[src/rtl/somador_serial_ctrl_if.sv]
// somador_serial_ctrl_if: start/done handshake plus operand/result bus of the bit-serial adder
//   master: drives inicio, A, B, Cin; observes S, Cout, ocupado, pronto
//   slave : the adder controller side
interface somador_serial_ctrl_if #(parameter int N = 8);
  logic         inicio;
  logic [N-1:0] A;
  logic [N-1:0] B;
  logic         Cin;
  logic [N-1:0] S;
  logic         Cout;
  logic         ocupado;
  logic         pronto;
  modport master (output inicio, A, B, Cin, input S, Cout, ocupado, pronto);
  modport slave  (input inicio, A, B, Cin, output S, Cout, ocupado, pronto);
endinterface

[src/rtl/somador_serial_ctrl.sv]
// somador_serial_ctrl: N-bit adder built from one 1-bit full adder, one bit per clock, LSB first
//   clk, rst : clock and synchronous active-high reset
//   bus      : inicio/A/B/Cin in, S/Cout/ocupado/pronto out (all outputs registered)
module somador_serial_ctrl #(
  parameter int N = 8
) (
  input logic clk,
  input logic rst,
  somador_serial_ctrl_if.slave bus
);
  localparam int CW = $clog2(N + 1);
  typedef enum logic [1:0] {OCIOSO, SOMANDO, FIM} state_t;
  state_t         state;
  logic [N-1:0]   reg_a, reg_b, reg_s, s_next;
  logic           carry, s, c;
  logic [CW-1:0]  cont;
  always_comb begin
    s      = reg_a[0] ^ reg_b[0] ^ carry;
    c      = (reg_a[0] & reg_b[0]) | (carry & (reg_a[0] ^ reg_b[0]));
    // new sum bit enters at the MSB; written as shifts so N=1 needs no special slice
    s_next = (reg_s >> 1) | (N'(s) << (N - 1));
  end
  always_ff @(posedge clk) begin
    if (rst) begin
      state       <= OCIOSO;
      reg_a       <= '0;
      reg_b       <= '0;
      reg_s       <= '0;
      carry       <= 1'b0;
      cont        <= '0;
      bus.S       <= '0;
      bus.Cout    <= 1'b0;
      bus.ocupado <= 1'b0;
      bus.pronto  <= 1'b0;
    end else begin
      case (state)
        OCIOSO: if (bus.inicio) begin
          reg_a       <= bus.A;
          reg_b       <= bus.B;
          carry       <= bus.Cin;
          cont        <= '0;
          bus.ocupado <= 1'b1;
          state       <= SOMANDO;
        end
        SOMANDO: begin
          reg_s <= s_next;
          reg_a <= reg_a >> 1;
          reg_b <= reg_b >> 1;
          carry <= c;
          cont  <= cont + CW'(1);
          if (cont == CW'(N - 1)) begin
            bus.S       <= s_next;
            bus.Cout    <= c;
            bus.ocupado <= 1'b0;
            bus.pronto  <= 1'b1;
            state       <= FIM;
          end
        end
        FIM: begin
          bus.pronto <= 1'b0;
          state      <= OCIOSO;
        end
        default: state <= OCIOSO;
      endcase
    end
  end
endmodule
[src/flat_wrapper.sv]
// flat-port wrapper written by rule: the top's interface ports become plain ports
module somador_serial_ctrl_flat 
#(
  parameter int N = 8
)
  (clk, rst, bus_inicio, bus_A, bus_B, bus_Cin, bus_S, bus_Cout, bus_ocupado, bus_pronto);
  somador_serial_ctrl_if #(.N(N)) bus_i ();
  input logic clk;
  input logic rst;
  input wire logic [$bits(bus_i.inicio)-1:0] bus_inicio;
  input wire logic [$bits(bus_i.A)-1:0] bus_A;
  input wire logic [$bits(bus_i.B)-1:0] bus_B;
  input wire logic [$bits(bus_i.Cin)-1:0] bus_Cin;
  output wire logic [$bits(bus_i.S)-1:0] bus_S;
  output wire logic [$bits(bus_i.Cout)-1:0] bus_Cout;
  output wire logic [$bits(bus_i.ocupado)-1:0] bus_ocupado;
  output wire logic [$bits(bus_i.pronto)-1:0] bus_pronto;
  assign bus_i.inicio = bus_inicio;
  assign bus_i.A = bus_A;
  assign bus_i.B = bus_B;
  assign bus_i.Cin = bus_Cin;
  assign bus_S = bus_i.S;
  assign bus_Cout = bus_i.Cout;
  assign bus_ocupado = bus_i.ocupado;
  assign bus_pronto = bus_i.pronto;
  somador_serial_ctrl #(.N(N)) u_core (.clk(clk), .rst(rst), .bus(bus_i));
endmodule
[config.mk]
export PLATFORM = sky130hd
export DESIGN_NAME = somador_serial_ctrl_flat
export DESIGN_NICKNAME = d
export VERILOG_FILES = /design/src/rtl/somador_serial_ctrl_if.sv /design/src/rtl/somador_serial_ctrl.sv /design/src/flat_wrapper.sv
export SDC_FILE = /design/constraint.sdc
export NUM_CORES = 1
export LEC_CHECK = 0
export ABC_AREA = 1
export CAP_MARGIN = 20
export CELL_PAD_IN_SITES_DETAIL_PLACEMENT = 2
export CELL_PAD_IN_SITES_GLOBAL_PLACEMENT = 2
export CORE_MARGIN = 1.5
export CORE_UTILIZATION = 31
export CTS_CLUSTER_DIAMETER = 30
export DETAILED_ROUTE_END_ITERATION = 12
export DONT_BUFFER_PORTS = 1
export PLACE_DENSITY_LB_ADDON = 0.1
export RECOVER_POWER = 50
export SYNTH_ARGS = -nofsm -noshare
export SYNTH_HDL_FRONTEND = slang
export SYNTH_SLANG_ARGS = --single-unit
export TNS_END_PERCENT = 10
[constraint.sdc]
create_clock -name clk -period 1.1 [get_ports clk]
set_input_delay 0.055 -clock clk [delete_from_list [all_inputs] [get_ports clk]]
set_output_delay 0.055 -clock clk [all_outputs]
set_load 0.1 [all_outputs]
### Word level (Yosys, flattened, before mapping)

Index checks and enable logic that the tools add are counted.

* output and inout bits: 11
* memories kept: 0
* logic and storage cells: 46
* bits in latches: 0
* register bits: 42
* input port bits: 20
* memory bits (writable): 0
* ROM bits: 0

* shifts and indexed selects: 0
* reductions and logical operators: 8
* add/sub/neg operators: 1
* multiplexer cells: 16
* equal/unequal tests: 5
* $mul: 0
* magnitude comparators: 0
* divide/modulo/power cells: 0
* bitwise gates (word level): 6

Operator list (count)
* 8-bit one-hot mux with 2 select lines: 2
* 8-bit 2-to-1 mux: 2
* 7-bit by 8-bit bitwise OR with 8-bit output: 1
* 4-bit one-hot mux with 2 select lines: 1
* 2-bit AND reduction: 4
* 1-bit one-hot mux with 2 select lines: 3
* 4-bit by 1-bit adder with 4-bit output (second input constant): 1
* 4-bit by 3-bit equality test with 1-bit output (second input constant): 1
* 1-bit 2-to-1 mux: 4
* 2-bit 2-to-1 mux: 2
* 4-bit 2-to-1 mux: 1
* 2-bit one-hot mux with 2 select lines: 1
* 2-bit nonzero test: 2
* 3-bit AND reduction: 1
* 1-bit bitwise AND: 2
* 2-bit by 1-bit equality test with 1-bit output (second input constant): 1
* 2-bit equality test (second input constant): 1
* 2-bit logical NOT: 1
* 2-bit by 1-bit != test with 1-bit output (second input constant): 1
* 2-bit != test (second input constant): 1
* 1-bit bitwise XOR: 2
* 1-bit bitwise OR: 1

### Longest topological paths before layout

Gate-level depths: netlist of the first run.

* word-level depth: 4
* depth in mapped cells: 7
* depth with buffers taken out: 7

### Least setup slack after synthesis of the first run

OpenSTA, ideal clock, no wires.

* path kind: flip-flop to flip-flop
* start point: reg u_core.bus.pronto (netlist name)
* end point: reg u_core.bus.pronto
* library setup time: 71 ps
* cell stages (with the launch flop): 3
* data arrival time: 1276 ps
* path slack: -247 ps
* data required time: 1029 ps
* path buffers: 0
* period minus slack after synthesis: 1347 ps
* cells stage by stage: dfxtp_1 o21ai_0 a21oi_1

RTL lines
* to (signal assigned): line somador_serial_ctrl.sv:34 `bus.pronto <= 1'b0;`
* to (signal assigned): line somador_serial_ctrl.sv:55 `bus.pronto <= 1'b1;`
* to (signal assigned): line somador_serial_ctrl.sv:60 `bus.pronto <= 1'b0;`
* to (decl): line somador_serial_ctrl_if.sv:14 `modport slave (input inicio, A, B, Cin, output S, Cout, ocupado, pronto);`

### Final worst setup path of the first run

* start point: reg u_core.carry
* end point: reg u_core.bus.S[7]

* cells in the longest elaborated chain, start to end: 2

Ends and longest elaborated chain
* from (decl): line somador_serial_ctrl.sv:15 `logic carry, s, c;`
* from (signal assigned): line somador_serial_ctrl.sv:40 `carry <= bus.Cin;`
* 1-bit bitwise XOR: line somador_serial_ctrl.sv:18 `s = reg_a[0] ^ reg_b[0] ^ carry;`
* named net u_core.s: line somador_serial_ctrl.sv:15
* 7-bit by 8-bit bitwise OR with 8-bit output: line somador_serial_ctrl.sv:21 `s_next = (reg_s >> 1) | (N'(s) << (N - 1));`
* to (signal assigned): line somador_serial_ctrl.sv:52 `bus.S <= s_next;`
* to (decl): line somador_serial_ctrl_if.sv:14

The timed path passes the listed nets, and every way through them passes these cells.
A chain may end at the register's enable or synchronous reset.

==> results_dict.tcl, run 1 <==
set metrics [dict create \
    netlist_area_mm2 0.00177 \
    cts_htree_levels 2 \
    cp_slowest_cell "fa_1" \
    via_per_inst 4.77 \
    cp_num_buf_inv 0 \
    coreArea_mm2 0.00551 \
    worst_pin_slew_ps 501 \
    grt_pass1_wl_mm 8.78 \
    fin_tns_setup_ps -524 \
    initial_core_util 0.321 \
    fin_crit_ps 1170 \
    synthCells 244 \
    min_path_type "input pin to flop" \
    rsz0062_at_grt "yes" \
    die_x_um 78.5 \
    place_area_mm2 0.00203 \
    p_comb_frac 0.175 \
    nets 307 \
    clk_path_buf_depth 2 \
    synth_most_common_cell "nand2_1" \
    ys.flop_type "dfxtp_1" \
    path_max_fanout 2 \
    crit_type "flop to flop" \
    power_density_mw_per_mm2 1550 \
    syn2layout_area_growth_pct 38.1 \
    status "finished with violations" \
    finalCritPeriodShare 1.06 \
    synth_commonest_cells "nand2_1 (73), nor2_1 (52), dfxtp_1 (41), o21ai_0 (21), a21oi_1 (12)" \
    cts_sinks 41 \
    grt_pass1_vias 1843 \
    die_area_mm2 0.00617 \
    gp_congestion 0.707 \
    synthTopCellsByArea "dfxtp_1 (46%), nand2_1 (15%), nor2_1 (11%), o21ai_0 (5.9%), a21oi_1 (3.4%)" \
    fp.dieH_um 78.5 \
    design_area_mm2 0.00244 \
    crit_chain "fa_1, nand3b_1, nand2_1, nor2_1" \
    pin_count 31 \
    clockRootBuffer "clkbuf_8" \
    vdd_drop_max_v 0.000799 \
    slew_headroom 0.665 \
    syn-num-nets 266 \
    grt_usage 0.185 \
    path_clk_slew_ps 90 \
    critical_path.top_delay_family "adder cells" \
    pwr-share-clk 0.386 \
    max_cap_viol_count 0 \
    setup_viol 26 \
    intPower_mw 2.79 \
    violations "negative setup slack" \
    ys_types 21 \
    max_stage_delay_ps 480 \
    power.total_mw 3.78 \
    fmax_mhz 855 \
    drv_slew 0 \
    yosysSeqAreaShare 0.464 \
    leakage_nw 1.06 \
    p_sw_mw 0.999 \
    clock_latency_ps 300 \
    worstPathRequired_ps 1300 \
    grt-ovfl-total 0 \
    yosys_warnings 0 \
    wire_per_inst_um 14.5 \
    synth-edff-count 0 \
    syn_avg_cell_area_um2 7.25 \
    io_buffers 0 \
    hold_violations 0 \
    fin_worst_skew_ps 7.58 \
    async_reset_ff_frac 0 \
    p_seq_frac 0.438 \
    worstPathArrival_ps 1370 \
    core.rowCount 27 \
    fin_util 0.444 \
    antenna_cells 0 \
    post-route-drc-count 0 \
    cp-end-kind "flop" \
    wl_mm 5.18 \
    cts_buffers 5 \
    grt_start_max_net_pins 36 \
    hpwl_mm 3.39 \
    dp_slack_ps -206 \
    switching_share 0.264 \
    ant_nets 0 \
    cts_tree "built" \
    layout-drive-gt1-share 0.241 \
    ys_ff_latch 41 \
    num_vias 1707 \
    antenna_found_initial 0 \
    drt-initial-drc-count 40 \
    synth.top_cell.area_share 0.464 \
    yosys.area.top_type "dfxtp_1" \
    worst_slack_ps -69.4 \
    cp-start-kind "flop" \
    dr.pass1.iters 3 \
]
through the flow:
stage | hold WS, ps | cells
global route | 5.49 | 358
floorplan | 198 | 244
CTS | 4.44 | 358
detailed placement | 121 | 333
global placement | 120 | 333
finish | 1.70 | 358
registers in the layout (all words and copies together), names as in the netlist:
name,count
u_core.cont,4
u_core.carry,1
u_core.bus.pronto,1
u_core.bus.ocupado,1
u_core.state,2
u_core.reg_b,8
u_core.reg_a,8
u_core.bus.S,8
u_core.reg_s,7
u_core.bus.Cout,1
worst register-to-register path, cell delays in order (launching register included):
cell and delay (ps):
dfxtp_2 330, fa_1 480, nand3b_1 170, nand2_1 60, nor2_1 40
cell families (layout without fill, tap and decap cells):
family                   count (synthesis)  after routing  share of synthesized area
AND/OR/NAND/NOR                        142            142                      0.337
flip-flops                              41             41                      0.464
AO/OA/AOI/OAI                           39             39                      0.112
buffers and inverters                   20             62                     0.0686
adder cells (fa/ha/maj)                  2              2                     0.0184
final timing paths:
| check | start | end | slack, ps | cells after the start |
|---|---|---|---|---|
| hold / removal | bus_A[6] | u_core.reg_a[6] | 2 | 4 |
| setup reg to reg | u_core.carry | u_core.bus.S[7] | -70 | 4 |
| hold reg to reg | u_core.reg_s[1] | u_core.reg_s[1] | 460 | 2 |
| setup / recovery | u_core.carry | u_core.bus.S[7] | -70 | 4 |
metal layers:
layer	share of wire	up-vias	wire length [µm]	GRT usage
li1	-	851	-	-
met1	0.44	825	2280	0.212
met2	0.52	25	2690	0.338
met3	0.027	6	140	0.0430
met4	0.012	0	64	0.0536
met5	0	-	0	0
layout by cell type, fill, tap and decap left out, drive strengths merged:
| cell | Yosys | layout |
|---|---|---|
| inv | 9 | 9 |
| a21oi | 12 | 12 |
| clkbuf | 1 | 11 |
| buf | 10 | 25 |
| nand2 | 75 | 75 |
| bufinv | 0 | 2 |
| nand3 | 7 | 7 |
| nor2 | 56 | 56 |
| clkinv | 0 | 1 |
| o21ai | 27 | 27 |
| dlygate4sd3 | 0 | 14 |
| dfxtp | 41 | 41 |
| nand3b | 3 | 3 |
| or2 | 1 | 1 |
| fa | 1 | 1 |
| ha | 1 | 1 |
final cells by class:
| cell class | instances | area [µm²] |
|---|---|---|
| Fill cell | 632 | 3060 |
| Multi-Input combinational cell | 183 | 907 |
| Sequential cell | 41 | 836 |
| Timing Repair Buffer | 45 | 435 |
| Tap cell | 72 | 90.1 |
| Clock buffer | 5 | 68.8 |
| Clock inverter | 3 | 65.1 |
| Inverter | 9 | 41.3 |
timing repair:
action,CTS,global route
endpoints found under the hold margin,20,0
gates cloned,0,0
setup endpoints to repair,38,36
buffers inserted,3,0
gates resized for setup,20,12
hold buffers,14,0
pin swaps,10,10
power groups by stage:
stage | Sequential (mW) | Combinational (mW) | Clock (mW)
floorplan | 1.70 | 0.371 | 0
global placement | 1.68 | 0.556 | 0
detailed placement | 1.68 | 0.569 | 0
CTS | 1.66 | 0.664 | 1.50
global route | 1.67 | 0.757 | 1.57
finish | 1.66 | 0.664 | 1.46
(Power assumes the default switching activity.)
==> run 2, diff against run 1 <==
- CELL_PAD_IN_SITES_DETAIL_PLACEMENT: 2 -> default
- CELL_PAD_IN_SITES_GLOBAL_PLACEMENT: 2 -> default
- CORE_UTILIZATION: 31 -> 55
- PLACE_DENSITY: default -> 0.73
- PLACE_DENSITY_LB_ADDON: 0.1 -> default
==> results_dict.tcl, run 2 (synthesis results as in run 1) <==
set metrics [dict create \
    post-route-drc-count 0 \
    path_max_fanout 2 \
    cp-start-kind "flop" \
    layout_commonest_cell "nand2_1" \
    power.total_mw 3.26 \
    grt_usage 0.239 \
    worstPathArrival_ps 1430 \
    die_area_mm2 0.00357 \
    setup_viol 19 \
    wire_per_inst_um 12.0 \
    hold_violations 0 \
    layout-drive-gt1-share 0.178 \
    fp.dieH_um 59.7 \
    pwr-share-clk 0.313 \
    antenna_found_initial 0 \
    rsz0062_at_grt "yes" \
    fin_crit_ps 1180 \
    vdd_drop_max_v 0.000989 \
    worst_pin_slew_ps 357 \
    initial_core_util 0.580 \
    via_per_inst 5.02 \
    top_regs "u_core.bus.S: 8 flops, u_core.reg_a: 8 flops, u_core.reg_b: 8 flops" \
    nets 302 \
    whs_ps 52.8 \
    io_buffers 0 \
    die_x_um 59.7 \
    met2_length_mm 1.88 \
    wl_mm 3.90 \
    cts_buffers 5 \
    coreArea_mm2 0.00305 \
    drv_slew 0 \
    layout_common_cells "nand2_1 (71), nor2_1 (51), dfxtp_1 (35), o21ai_0 (21), dlygate4sd3_1 (18)" \
    finalCritPeriodShare 1.07 \
    cts_htree_levels 2 \
    max_cap_viol_count 0 \
    cts_setup_buffers 0 \
    grt_start_max_net_pins 36 \
    syn2layout_area_growth_pct 28.3 \
    cts_tree "built" \
    met1_length_mm 1.77 \
    clockRootBuffer "clkbuf_4" \
    drt-initial-drc-count 73 \
    fmax_mhz 849 \
    intPower_mw 2.39 \
    gp_congestion 0.783 \
    grt_pass1_vias 1501 \
    clk_path_buf_depth 2 \
    crit_type "flop to flop" \
    fin_cells 325 \
    fin_util 0.743 \
    fin_worst_skew_ps 6.73 \
    p_comb_frac 0.179 \
    leakage_nw 1.00 \
    pin_count 31 \
    power_density_mw_per_mm2 1440 \
    slew_headroom 0.761 \
    ant_nets 0 \
    worstPathRequired_ps 1350 \
    dr.pass1.iters 4 \
    hpwl_mm 2.24 \
    core.rowCount 20 \
    path_clk_slew_ps 120 \
    violations "negative setup slack" \
    clock_latency_ps 340 \
    wl_met3_um 216 \
    dp.cells 299 \
    grt_pass1_wl_mm 6.44 \
    min_path_type "input pin to flop" \
    top_layer_used "met4" \
    p_sw_mw 0.872 \
    worst_slack_ps -78.2 \
    dp_slack_ps -46.7 \
    cts_sinks 41 \
    cp-end-kind "flop" \
    p_seq_frac 0.507 \
    status "finished with violations" \
    grt-ovfl-total 0 \
    num_vias 1630 \
    switching_share 0.267 \
    antenna_cells 0 \
]
run 2: worst max-delay path: stages, from the launching register on:
cell and delay, ps:
dfxtp_2 350, fa_1 470, nand3b_1 160, nand2_1 70
nor2_1 40
run 2: layout make-up:
class / instances / area, µm²
clock buffer: 7 / 55.1
timing repair buffer: 40 / 403
fill: 237 / 783
multi-input combinational: 183 / 862
sequential: 41 / 831
clock inverter: 1 / 30.0
tap: 44 / 55.1
inverter: 9 / 33.8
run 2: final timing paths:
kind | start | end | slack, ps | cells past startpoint
hold reg to reg | u_core.reg_s[1] | u_core.reg_s[1] | 470 | 2
setup reg to reg | u_core.reg_a[0] | u_core.bus.S[7] | -80 | 4
hold / removal | rst | u_core.reg_s[5] | 50 | 4
setup / recovery | u_core.reg_a[0] | u_core.bus.S[7] | -80 | 4
run 2: metal layers:
layer	up-vias	GRT usage
met5	-	0
met4	0	0.0794
met3	4	0.0584
met2	50	0.384
met1	736	0.315
li1	840	-
run 2: power groups by stage:
| stage | sequential [mW] | combinational [mW] | clock, mW |
|---|---|---|---|
| final | 1.65 | 0.585 | 1.02 |
| after detailed placement | 1.68 | 0.513 | 0 |
| after floorplan | 1.70 | 0.371 | 0 |
| after global placement | 1.68 | 0.507 | 0 |
| after global routing | 1.66 | 0.663 | 1.09 |
| after CTS | 1.65 | 0.578 | 1.03 |
run 2: stage by stage:
stage,setup TNS (ps),cell area [µm²]
finish,-458,2270
global route,-2380,2270
CTS,-186,2250
detailed placement,-526,1950
global placement,-279,1950
floorplan,-1130,1770
run 2: timing repair:
action                                  in CTS  in global routing
endpoints found under the hold margin       24                  0
resized for setup                           13                  7
hold buffers                                18                  0
endpoints found under the setup margin      33                 37
pin swaps                                    3                  2
